--- config.mk ---
export PLATFORM = sky130hd
export DESIGN_NAME = fp_accumulator
export DESIGN_NICKNAME = d
export VERILOG_FILES = /design/src/rtl/fp_pkg.sv /design/src/rtl/fp_lzc.sv /design/src/rtl/fp_accumulator.sv
export SDC_FILE = /design/constraint.sdc
export NUM_CORES = 1
export LEC_CHECK = 0
export CAP_MARGIN = 20
export CELL_PAD_IN_SITES_DETAIL_PLACEMENT = 0
export CELL_PAD_IN_SITES_GLOBAL_PLACEMENT = 1
export CORE_MARGIN = 1.5
export CORE_UTILIZATION = 48
export CTS_BUF_LIST = sky130_fd_sc_hd__clkbuf_16
export DETAILED_ROUTE_END_ITERATION = 12
export PLACE_DENSITY = 0.93
export SKIP_CTS_REPAIR_TIMING = 1
export SLEW_MARGIN = 30
export SYNTH_ARGS = -nofsm -noshare
export SYNTH_HDL_FRONTEND = slang
export SYNTH_HIERARCHICAL = 1
export SYNTH_SLANG_ARGS = --single-unit
--- constraint.sdc ---
create_clock -name clk -period 8.9 [get_ports clk]
set_clock_uncertainty 0.2 [all_clocks]
set_input_delay 2.67 -clock clk [delete_from_list [all_inputs] [get_ports clk]]
set_output_delay 2.67 -clock clk [all_outputs]
set_load 0.05 [all_outputs]
--- src/rtl/fp_pkg.sv ---
`default_nettype none
// +----------------------------------------------------------------------+
// | Module  : fp_pkg                                                     |
// | Brief   : Shared single-precision field widths, constants, FSM type  |
// |           and operand classification helpers for fp_accumulator.     |
// | Rev     : 1.0  initial release                                       |
// +----------------------------------------------------------------------+
package fp_pkg;

  localparam int EXP_W = 8;
  localparam int MAN_W = 23;
  localparam int BIAS  = 127;
  // Largest finite biased exponent.
  localparam int EXP_MAX = 2 * BIAS;

  localparam logic [31:0] QNAN    = 32'h7FC00000;
  localparam logic [31:0] POS_INF = 32'h7F800000;

  typedef enum logic [2:0] {
    IDLE  = 3'd0,
    ALIGN = 3'd1,
    ADD   = 3'd2,
    NORM  = 3'd3,
    DONE  = 3'd4
  } state_t;

  // Zero exponent covers true zeros and denormals, both treated as zero.
  function automatic logic is_zero(input logic [31:0] v);
    return v[MAN_W +: EXP_W] == '0;
  endfunction

  function automatic logic is_inf(input logic [31:0] v);
    return (v[MAN_W +: EXP_W] == '1) && (v[MAN_W-1:0] == '0);
  endfunction

  function automatic logic is_nan(input logic [31:0] v);
    return (v[MAN_W +: EXP_W] == '1) && (v[MAN_W-1:0] != '0);
  endfunction

endpackage
`default_nettype wire

--- src/rtl/fp_lzc.sv ---
`default_nettype none
// +----------------------------------------------------------------------+
// | Module  : fp_lzc                                                     |
// | Brief   : Combinational 24-bit leading-zero counter (0..24).         |
// | Rev     : 1.0  initial release                                       |
// +----------------------------------------------------------------------+
module fp_lzc (
  input  logic [23:0] din,
  output logic [4:0]  cnt
);

  // Scan upward so the highest set bit is the last to write the count.
  always_comb begin
    cnt = 5'd24;
    for (int i = 0; i < 24; i++) begin
      if (din[i]) cnt = 5'(23 - i);
    end
  end

endmodule
`default_nettype wire

--- src/rtl/fp_accumulator.sv ---
`default_nettype none
// +----------------------------------------------------------------------+
// | Module  : fp_accumulator                                             |
// | Brief   : Multi-cycle IEEE-754 single-precision running adder.       |
// |           IDLE->ALIGN->ADD->NORM->DONE, truncating, denormals flushed.|
// |           Optional macro FP_ACC_TERM_COUNT_EN adds term_cnt output.  |
// | Rev     : 1.0  initial release                                       |
// +----------------------------------------------------------------------+
module fp_accumulator
  import fp_pkg::*;
#(
  parameter int CNT_W = 8
) (
  input  logic        clk,
  input  logic        rst,
  input  logic        in_valid,
  input  logic [31:0] in_data,
  input  logic        in_ovf,
  input  logic        clear,
  output logic        in_ready,
  output logic [31:0] acc_out,
  output logic        acc_valid,
  output logic        overflow,
  output logic        nan_flag
`ifdef FP_ACC_TERM_COUNT_EN
  ,
  output logic [CNT_W-1:0] term_cnt
`endif
);

  state_t      r_state;
  logic [31:0] r_acc, r_b, r_spec_val, r_res;
  logic        r_valid, r_ovf, r_nan, r_ready, r_term_ovf;
  logic        r_sign, r_sub, r_spec, r_spec_nan, r_res_nan, r_res_ovf;
  logic [EXP_W-1:0] r_exp;
  logic [24:0] r_ml, r_ms;
  logic [25:0] r_sum;

  logic        w_swap, w_spec, w_spec_nan, w_res_nan, w_res_ovf;
  logic [31:0] w_big, w_small, w_spec_val, w_res;
  logic [23:0] w_big_man, w_small_man, w_lsh;
  logic [EXP_W-1:0] w_diff;
  logic [24:0] w_small_sh;
  logic [25:0] w_sum;
  logic [4:0]  w_lz;
  logic signed [9:0] w_exp_n;
  logic [22:0] w_frac;
  logic        w_unused;

  // Alignment: order operands by magnitude, shift the smaller one, detect specials.
  always_comb begin
    w_swap      = (is_zero(r_b) ? 31'd0 : r_b[30:0]) > (is_zero(r_acc) ? 31'd0 : r_acc[30:0]);
    w_big       = w_swap ? r_b : r_acc;
    w_small     = w_swap ? r_acc : r_b;
    w_big_man   = is_zero(w_big)   ? 24'd0 : {1'b1, w_big[MAN_W-1:0]};
    w_small_man = is_zero(w_small) ? 24'd0 : {1'b1, w_small[MAN_W-1:0]};
    w_diff      = w_big[MAN_W +: EXP_W] - w_small[MAN_W +: EXP_W];
    w_small_sh  = (w_diff >= EXP_W'(26)) ? 25'd0 : ({w_small_man, 1'b0} >> w_diff);
    w_spec      = 1'b1;
    w_spec_nan  = 1'b0;
    w_spec_val  = QNAN;
    if (is_nan(r_acc) || is_nan(r_b) ||
        (is_inf(r_acc) && is_inf(r_b) && (r_acc[31] != r_b[31]))) begin
      w_spec_nan = 1'b1;
    end else if (is_inf(r_acc)) begin
      w_spec_val = r_acc;
    end else if (is_inf(r_b)) begin
      w_spec_val = r_b;
    end else begin
      w_spec = 1'b0;
    end
  end

  // Magnitude add/subtract; the larger operand is always the minuend.
  assign w_sum = r_sub ? ({1'b0, r_ml} - {1'b0, r_ms}) : ({1'b0, r_ml} + {1'b0, r_ms});

  fp_lzc u_lzc (
    .din (r_sum[24:1]),
    .cnt (w_lz)
  );

  // Left shift keeps the guard bit so it can become a fraction bit.
  assign w_lsh    = r_sum[23:0] << w_lz;
  assign w_frac   = r_sum[25] ? r_sum[24:2] : w_lsh[23:1];
  assign w_exp_n  = r_sum[25] ? ($signed({2'b00, r_exp}) + 10'sd1)
                              : ($signed({2'b00, r_exp}) - $signed({5'd0, w_lz}));
  assign w_unused = w_lsh[0];

  // Normalisation: pick special result, flush underflow/cancellation, saturate to infinity.
  always_comb begin
    w_res_ovf = 1'b0;
    w_res_nan = 1'b0;
    if (r_spec) begin
      w_res     = r_spec_val;
      w_res_nan = r_spec_nan;
    end else if ((r_sum == 26'd0) || (w_exp_n <= 10'sd0)) begin
      w_res = 32'h00000000;
    end else if (w_exp_n > $signed(10'(EXP_MAX))) begin
      w_res     = {r_sign, POS_INF[30:0]};
      w_res_ovf = 1'b1;
    end else begin
      w_res = {r_sign, w_exp_n[EXP_W-1:0], w_frac};
    end
  end

`ifdef FP_ACC_TERM_COUNT_EN
  logic [CNT_W-1:0] r_term_cnt;
  assign term_cnt = r_term_cnt;
`else
  // Keeps the counter width parameter referenced when the counter is compiled out.
  logic [CNT_W-1:0] w_cnt_unused;
  assign w_cnt_unused = '0;
`endif

  // Control FSM and datapath pipeline; reset and clear abort any in-flight term.
  always_ff @(posedge clk) begin
    if (!rst || clear) begin
      r_state <= IDLE;
      r_acc   <= 32'h00000000;
      r_valid <= 1'b0;
      r_ovf   <= 1'b0;
      r_nan   <= 1'b0;
      // Ready stays low while reset is held, but a clear leaves the block ready.
      r_ready <= rst;
`ifdef FP_ACC_TERM_COUNT_EN
      r_term_cnt <= '0;
`endif
    end else begin
      r_valid <= 1'b0;
      case (r_state)
        IDLE: begin
          if (in_valid && r_ready) begin
            r_b        <= in_data;
            r_term_ovf <= in_ovf;
            r_ready    <= 1'b0;
            r_state    <= ALIGN;
`ifdef FP_ACC_TERM_COUNT_EN
            if (r_term_cnt != '1) r_term_cnt <= r_term_cnt + CNT_W'(1);
`endif
          end else begin
            r_ready <= 1'b1;
          end
        end
        ALIGN: begin
          r_sign     <= w_big[31];
          r_exp      <= w_big[MAN_W +: EXP_W];
          r_ml       <= {w_big_man, 1'b0};
          r_ms       <= w_small_sh;
          r_sub      <= w_big[31] ^ w_small[31];
          r_spec     <= w_spec;
          r_spec_nan <= w_spec_nan;
          r_spec_val <= w_spec_val;
          r_state    <= ADD;
        end
        ADD: begin
          r_sum   <= w_sum;
          r_state <= NORM;
        end
        NORM: begin
          r_res     <= w_res;
          r_res_nan <= w_res_nan;
          r_res_ovf <= w_res_ovf;
          r_state   <= DONE;
        end
        DONE: begin
          r_acc   <= r_res;
          r_valid <= 1'b1;
          r_ovf   <= r_ovf | r_res_ovf | r_term_ovf;
          r_nan   <= r_nan | r_res_nan;
          r_ready <= 1'b1;
          r_state <= IDLE;
        end
        default: r_state <= IDLE;
      endcase
    end
  end

  assign in_ready  = r_ready;
  assign acc_out   = r_acc;
  assign acc_valid = r_valid;
  assign overflow  = r_ovf;
  assign nan_flag  = r_nan;

endmodule
`default_nettype wire

==> summary.md, run 1 <==
| Metric | Value |
|---|---|
| CTS tree | built |
| Die Y | around 180 um |
| Worst-skew pair later-pin latency | between 0.5 and 0.6 ns |
| Pwr dens | between 100 and 150 nW/um2 |
| Placed Instance Area | about 17000 um2 |
| Seq/Total Area, Yosys | 41.0% |
| Vias/cell | 6.16 |
| First-pass GRT wire length | approximately 71000 um |
| Power share of the combinational group | 5.7% |
| Flop2flop setup slack | about 2.5 ns |
| DR vias | around 13k |
| Wirelength per Cell | approximately 21 um |
| Worst-margin pin slew | roughly 0.95 ns |
| Setup violators final | 0 |
| Post-synth top area cell | edfxtp_1 |
| ANT nets after route | 0 |
| Critical path startpoint category | flop |
| Switching power total | approximately 0.52 mW |
| Sw frac | around 22% |
| Post-Syn Area | roughly 16000 um2 |
| Post-synthesis register bit count | 225 |
| Number of diodes | 0 |
| Core Region | between 30000 and 40000 um2 |
| Clock power frac | between 40% and 50% |
| Layout fillers | between 2k and 3k |
| TritonCTS Buffers | 24 |
| Final Cycle Share | between 70 and 80% |
| Worst Hold Path EP | overflow |
| Dpl hpwl | about 33000 um |
| Placer congestion estimate | roughly 0.94 |
| Total Routing Usage GR | a little over a quarter |
| Maximum clock path buffer count | 3 |
| Root Driver | clkbuf_16 |
| Hold Crit Start | overflow |
| Ys flop type | edfxtp_1 |
| Core Rows | 65 |
| Setup TNS | 0 ns |
| Cell internal pwr | 1.81 mW |
| Crit path largest cell delay | 0.83 ns |
| Multi-input logic area | slightly below 9000 um2 |
| Mean Syn Cell Area | between 9 and 10 um2 |
| Die area | about 33000 um2 |
| Status | complete, no violations |
| Hold Path Class | reg -> reg |
| Final nets | between 1.5k and 2k |
| Area grow syn2layout | 13.2% |
| DRC viols | 0 |
| Hold Crit Depth | 2 |
| Worst setup path class | reg -> reg |
| FMAX | 155 MHz |
| DRT iter0 DRCs | ~1.2k |
| Endpoints failing hold | 0 |
| R2R Path Start | r_b[29] |
| Die X | 183 um |
| Fin. max-slew vios | 0 |
| Layer with the highest usage | met2 |
| Vias in the first global route | 12.7k |
| Post-synth top area share | between 30 and 40% |
| Reg2Reg Depth | 19 |
| Sequential Area | 6380 um2 |
| Largest net degree at the start of global routing | 60 |
| Slew HR | between 30% and 40% |
| Layout cells sized above 1 | approximately 6.9% |
| Io pins | 73 |
| Top Family by Delay on Critical Path | simple AND/OR/NAND/NOR gates |
| DR pass1 iterations | 6 |
| Synth Warn # | 6 |
| PortBufs | 72 |
| Synth top area cells | edfxtp_1, mux2i_1, ha_1 |
| Fin crit period | approximately 6.4 ns |
| Total wire length | around 45000 um |
| Buf+Inv Stages, Crit Path | 1 |
| RSZ-0062 raised after global routing | no |
| GR Overflow Total | 0 |
| Clock slew at reported path FFs | ~0.060 ns |
| Worst Path Max Fanout | 24 |
| Post-synth ARST share | 0% |
| Netlist cell types | 87 |
| Met3 usage | ~3.4% |
| Critical Path AT | 6.61 ns |
| M1 GR Usage | 35.9% |
| Cells along the critical path | nor4_1 > nand2_1 > and2_1 > ha_1 > a211oi_1 > o21bai_1 > a21oi_1 > o211ai_1 > o21ai_2 > nor2_1 > a21oi_1 > ha_1 > inv_1 > o221ai_2 > nand3_1 > and3_1 > nor4_4 > nand2_2 > o22ai_1 |
| Max Cap Viol | 0 |
| CTS HTree Levels | 1 |
| CTS Sinks | about 230 |
| Design area | around 18000 um2 |
| Crit Reg-Reg Endpoint | r_ms[2] |
| Register share of total power | roughly half |
| CP max-delay cell | nor4_4 |
| Synth Instances | around 1.6k |
| Number of flops mapped to enable cells by yosys | 187 |
| Nature of the critical path endpoint | flop |
| M2 GR Usage | between 40 and 50% |
| CP Data Required Time | approximately 9.1 ns |
| Initial antenna violation count | 0 |
| Leakage power | ~6.7 nW |
| VDD IR max | roughly 0.19 mV |
| Starting Density | between 40% and 50% |
## registers in the layout, summed over array words and instances (netlist names)
| name | flops |
|---|---|
| r_spec | 1 |
| r_spec_nan | 1 |
| r_res | 32 |
| overflow | 1 |
| r_sub | 1 |
| r_res_ovf | 1 |
| r_term_ovf | 1 |
| r_state | 3 |
| r_exp | 8 |
| acc_valid | 1 |
| r_ms | 25 |
| acc_out | 32 |
| nan_flag | 1 |
| r_b | 32 |
| r_res_nan | 1 |
| r_spec_val | 32 |
| in_ready | 1 |
| r_sign | 1 |
| r_ml | 24 |
| r_sum | 26 |
## kinds of logic (layout without fill, tap and decap cells)
| logic type | count (synthesis) | in the layout | share of synthesized area [%] |
|---|---|---|---|
| simple gates | 572 | 572 | 17.9 |
| compound gates | 381 | 381 | 15.7 |
| flops | 225 | 225 | 41.0 |
| mux | 167 | 167 | 11.3 |
| buf+inv | 166 | 214 | 4.09 |
| fa+ha+maj | 92 | 92 | 7.51 |
| xor+xnor | 43 | 43 | 2.47 |
| other cells | 2 | 30 | 0.0483 |
## layout by cell type (no fill, tap or decap), types with 27 or more instances in the layout
| master | count |
|---|---|
| o21ai_0 | 83 |
| nand2_1 | 207 |
| a211oi_1 | 37 |
| a21oi_1 | 124 |
| inv_1 | 70 |
| clkdlybuf4s50_1 | 72 |
| buf_4 | 27 |
| conb_1 | 30 |
| dfxtp_1 | 38 |
| nor2_1 | 120 |
| nor4_1 | 38 |
| ha_1 | 86 |
| nor3_1 | 32 |
| and2_1 | 29 |
| mux2i_1 | 154 |
| edfxtp_1 | 187 |
| nor2b_1 | 27 |
## synthesized netlist by cell type (7+ instances only)
cell type and instances:
buf_1 13, mux2i_1 154, or2_2 7, o21a_1 8, a211oi_1 37, a21oi_1 124
clkbuf_1 74, nor4_1 38, nor3_1 32, and3_1 12, xnor2_1 25, inv_1 68
nand3_1 24, a221oi_1 7, a31oi_1 12, nand4_1 16, buf_2 7, or3_1 9
and2_1 30, o21bai_1 9, mux2_2 7, o211ai_1 11, nor2b_1 27, ha_1 86
o21ai_0 83, nor2_1 121, dfxtp_1 38, nand2b_1 20, nand2_1 207, a21o_1 9
xor2_1 17, edfxtp_1 187
## through the flow
stage          total power [mW]  instances  utilization [%]  hold WS, ns  setup slack [ns]
6_report                   2.34       2126             55.4        0.245              2.45
5_1_grt                    2.41       2126             55.4        0.294              2.09
4_1_cts                    2.35       2126             55.4        0.247              2.62
3_5_place_dp               1.30       2082             52.8        0.239              2.69
3_3_place_gp               1.30       2082             52.8        0.233              2.80
2_1_floorplan              1.26       1676                -        0.250              1.22
## tightest hold or removal path, cell delays in order (launching register included)
cell	delay, ns
dfxtp_1	0.31
inv_1	0.05
a21oi_1	0.05
## layout make-up
type | count | area share, %
Clock buffer | 24 | 3.42
Clock inverter | 20 | 1.33
Inverter | 71 | 1.52
Multi-Input combinational cell | 1285 | 49.4
Sequential cell | 225 | 36.3
Tap cell | 402 | 2.86
Timing Repair Buffer | 99 | 5.25
## how the worst max path moves through the flow
stage | to | slack [ns] | start | cells past startpoint
after global placement | r_ms[6] | 2.80 | r_b[29] | 16
after floorplan | r_exp[0] | 1.22 | clear | 4
after CTS | r_ms[23] | 2.62 | r_b[29] | 16
final | r_ms[2] | 2.45 | r_b[29] | 19
after detailed placement | r_ms[14] | 2.69 | r_b[29] | 16
after global routing | r_ms[14] | 2.09 | r_b[23] | 19
## per-layer routing
layer	vias to the layer above	part of all wire, %	wire length [um]
met5	-	0	0
met4	0	4.0	1790
met3	94	6.9	3110
met2	535	47	21200
met1	6309	42	19100
li1	6160	-	-
## power groups by stage
stage	sequential, mW	combinational (mW)	clock (mW)
after CTS	1.15	0.131	1.07
after global routing	1.15	0.146	1.11
after floorplan	1.17	0.0873	0
final	1.15	0.134	1.05
after detailed placement	1.17	0.131	0
after global placement	1.17	0.130	0
Note: power is estimated with default switching activity, not from simulation.
==> run 2: changes to the inputs <==
==> constraint.sdc (replaced) <==
create_clock -name clk -period 6.55 [get_ports clk]
set_clock_uncertainty 0.2 [all_clocks]
set_input_delay 1.965 -clock clk [delete_from_list [all_inputs] [get_ports clk]]
set_output_delay 1.965 -clock clk [all_outputs]
set_load 0.05 [all_outputs]
==> summary.md, run 2 (same netlist as run 1, synthesis figures left out) <==
| Metric | Value |
|---|---|
| Status | complete, no violations |
| Power, Total | 3.07 mW (+32%) |
| Hold Path Class | reg -> reg |
| Core Region | 31700 um2 (unchanged) |
| Total Routing Usage GR | 26.7% (-0.31 points) |
| Critical path startpoint category | flop |
| Slew HR | 43.5% (+6.8 points) |
| Area grow syn2layout | 13.1% (about the same) |
| Placer congestion estimate | 0.975 (+3.8%) |
| Critical Path AT | 5.96 ns (-0.65 ns) |
| Setup TNS | 0 ns (unchanged) |
| DRC viols | 0 (unchanged) |
| Largest net degree at the start of global routing | 94 (+57%) |
| Reg2Reg Depth | 20 (+1) |
| PnR worst setup slack | 0.795 ns (-1.66 ns) |
| Maximum clock path buffer count | 3 (unchanged) |
| Io pins | 73 (unchanged) |
| DR vias | 13.0k (-0.45%) |
| Die Y | 183 um (unchanged) |
| CTS HTree Levels | 1 (unchanged) |
| Leading cell type in the layout, fill and taps excluded | nand2_1 |
| Die X | 183 um (unchanged) |
| Layout fillers | 2833 (+2.7%) |
| Worst-skew pair later-pin latency | 0.55 ns (about the same) |
| PortBufs | 72 (unchanged) |
| Pwr dens | 175 nW/um2 (+32%) |
| Hold Crit Depth | 2 (unchanged) |
| Root Driver | clkbuf_16 |
| CTS Sinks | 225 (unchanged) |
| Core Rows | 65 (unchanged) |
| Vias/cell | 6.11 (-0.82%) |
| GR Overflow Total | 0 (unchanged) |
| Fin. max-slew vios | 0 (unchanged) |
| Most frequent cells in the layout | nand2_1, edfxtp_1, mux2i_1 |
| Nature of the critical path endpoint | flop |
| Fin crit period | 5.76 ns (-0.691 ns) |
| Pre-CTS setup slack | 0.849 ns (-1.84 ns) |
| CP Data Required Time | 6.75 ns (-2.31 ns) |
| DRT iter0 DRCs | 1186 (-0.25%) |
| Sequential Area | 6380 um2 (unchanged) |
| RSZ-0062 raised after global routing | no |
| Multi-input logic area | 8670 um2 (about the same) |
| Die area | 33500 um2 (unchanged) |
| Starting Density | 49.0% (unchanged) |
| Final Cycle Share | 87.9% (+15 points) |
| Worst-margin pin slew | 0.842 ns (-0.108 ns) |
| FMAX | 174 MHz (+12%) |
| Clock slew at reported path FFs | 0.06 ns (about the same) |
| Worst Path Max Fanout | 24 (unchanged) |
| Final nets | 1838 (+0.33%) |
| Endpoints failing hold | 0 (unchanged) |
| Wirelength per Cell | 21.2 um (-0.15%) |
| Dpl hpwl | 33000 um (+0.85%) |
| Layout cells sized above 1 | 7.23% (+0.32 points) |
| Total wire length | 45300 um (+0.22%) |
| Setup violators final | 0 (unchanged) |
| First-pass GRT wire length | 69700 um (-1.4%) |
| Leakage power | 6.71 nW (+0.25%) |
| Max Cap Viol | 0 (unchanged) |
| DR pass1 iterations | 5 (-1) |
| Vias in the first global route | 12.6k (-0.89%) |
| VDD IR max | 0.207 mV (+10%) |
| CTS tree | built |
| Worst setup path class | reg -> reg |
| ANT nets after route | 0 (unchanged) |
| TritonCTS Buffers | 25 (+4.2%) |
| Initial antenna violation count | 1 (+1) |
## run 2: cell types whose count changed in the layout (fill, tap and decap cells not counted), sizes merged
cell	delta
buf	+5
inv	+4
bufinv	-3
clkinv	-2
diode	+2
clkbuf	+1
clkinvlp	+1
## run 2: path summary, 6_finish.rpt
check	from	to	slack, ns
max	r_b[29]	r_ms[4]	0.79
min reg2reg	overflow	overflow	0.26
max reg2reg	r_b[29]	r_ms[4]	0.79
min	overflow	overflow	0.26
## run 2: report_power, final
part	internal, mW	switching [mW]	total (mW)
sequential	1.55	0.0119	1.56
clock	0.742	0.586	1.33
combinational	0.0759	0.105	0.181
## run 2: per-stage QoR
| step | util [%] | cells | hold slack, ns | instance area (um2) |
|---|---|---|---|---|
| after CTS | 55.3 | 2131 | 0.261 | 17600 |
| after floorplan | - | 1676 | 0.250 | 15600 |
| after global placement | 52.9 | 2086 | 0.235 | 16800 |
| after detailed placement | 52.9 | 2086 | 0.252 | 16800 |
| final | 55.4 | 2134 | 0.255 | 17600 |
| after global routing | 55.4 | 2132 | 0.287 | 17600 |
## run 2: final cells by class
type | count | area share, %
Multi-Input combinational cell | 1285 | 49.3
Sequential cell | 225 | 36.3
Timing Repair Buffer | 104 | 5.58
Clock buffer | 25 | 3.56
Tap cell | 402 | 2.86
Inverter | 71 | 1.52
Clock inverter | 20 | 0.833
Antenna cell | 2 | 0.0285
## run 2: worst max-delay path: stages, from the launching register on
cell and delay [ns]:
edfxtp_1 0.51, nor4_1 0.32, nand2_1 0.46, and2_1 0.36
ha_1 0.31, nand4_1 0.15, nor4_2 0.36, a211oi_1 0.10
a21oi_2 0.21, o21ai_2 0.07, buf_4 0.22, nor2_1 0.12
a21oi_1 0.05, ha_1 0.19, inv_1 0.07, o221ai_2 0.17
a22oi_2 0.25, xnor2_2 0.24, nor4_4 0.68, a21boi_0 0.37
o21a_1 0.19
## run 2: layer usage
metal  part of all wire (%)  GRT usage (%)  vias to the layer above  wire length (um)
met1                     42           35.4                     6218             19100
met3                    7.2           3.06                      108              3250
met4                    4.8           12.7                        0              2170
met2                     46           43.6                      562             20700
met5                      0              0                        -                 0
li1                       -              -                     6151                 -
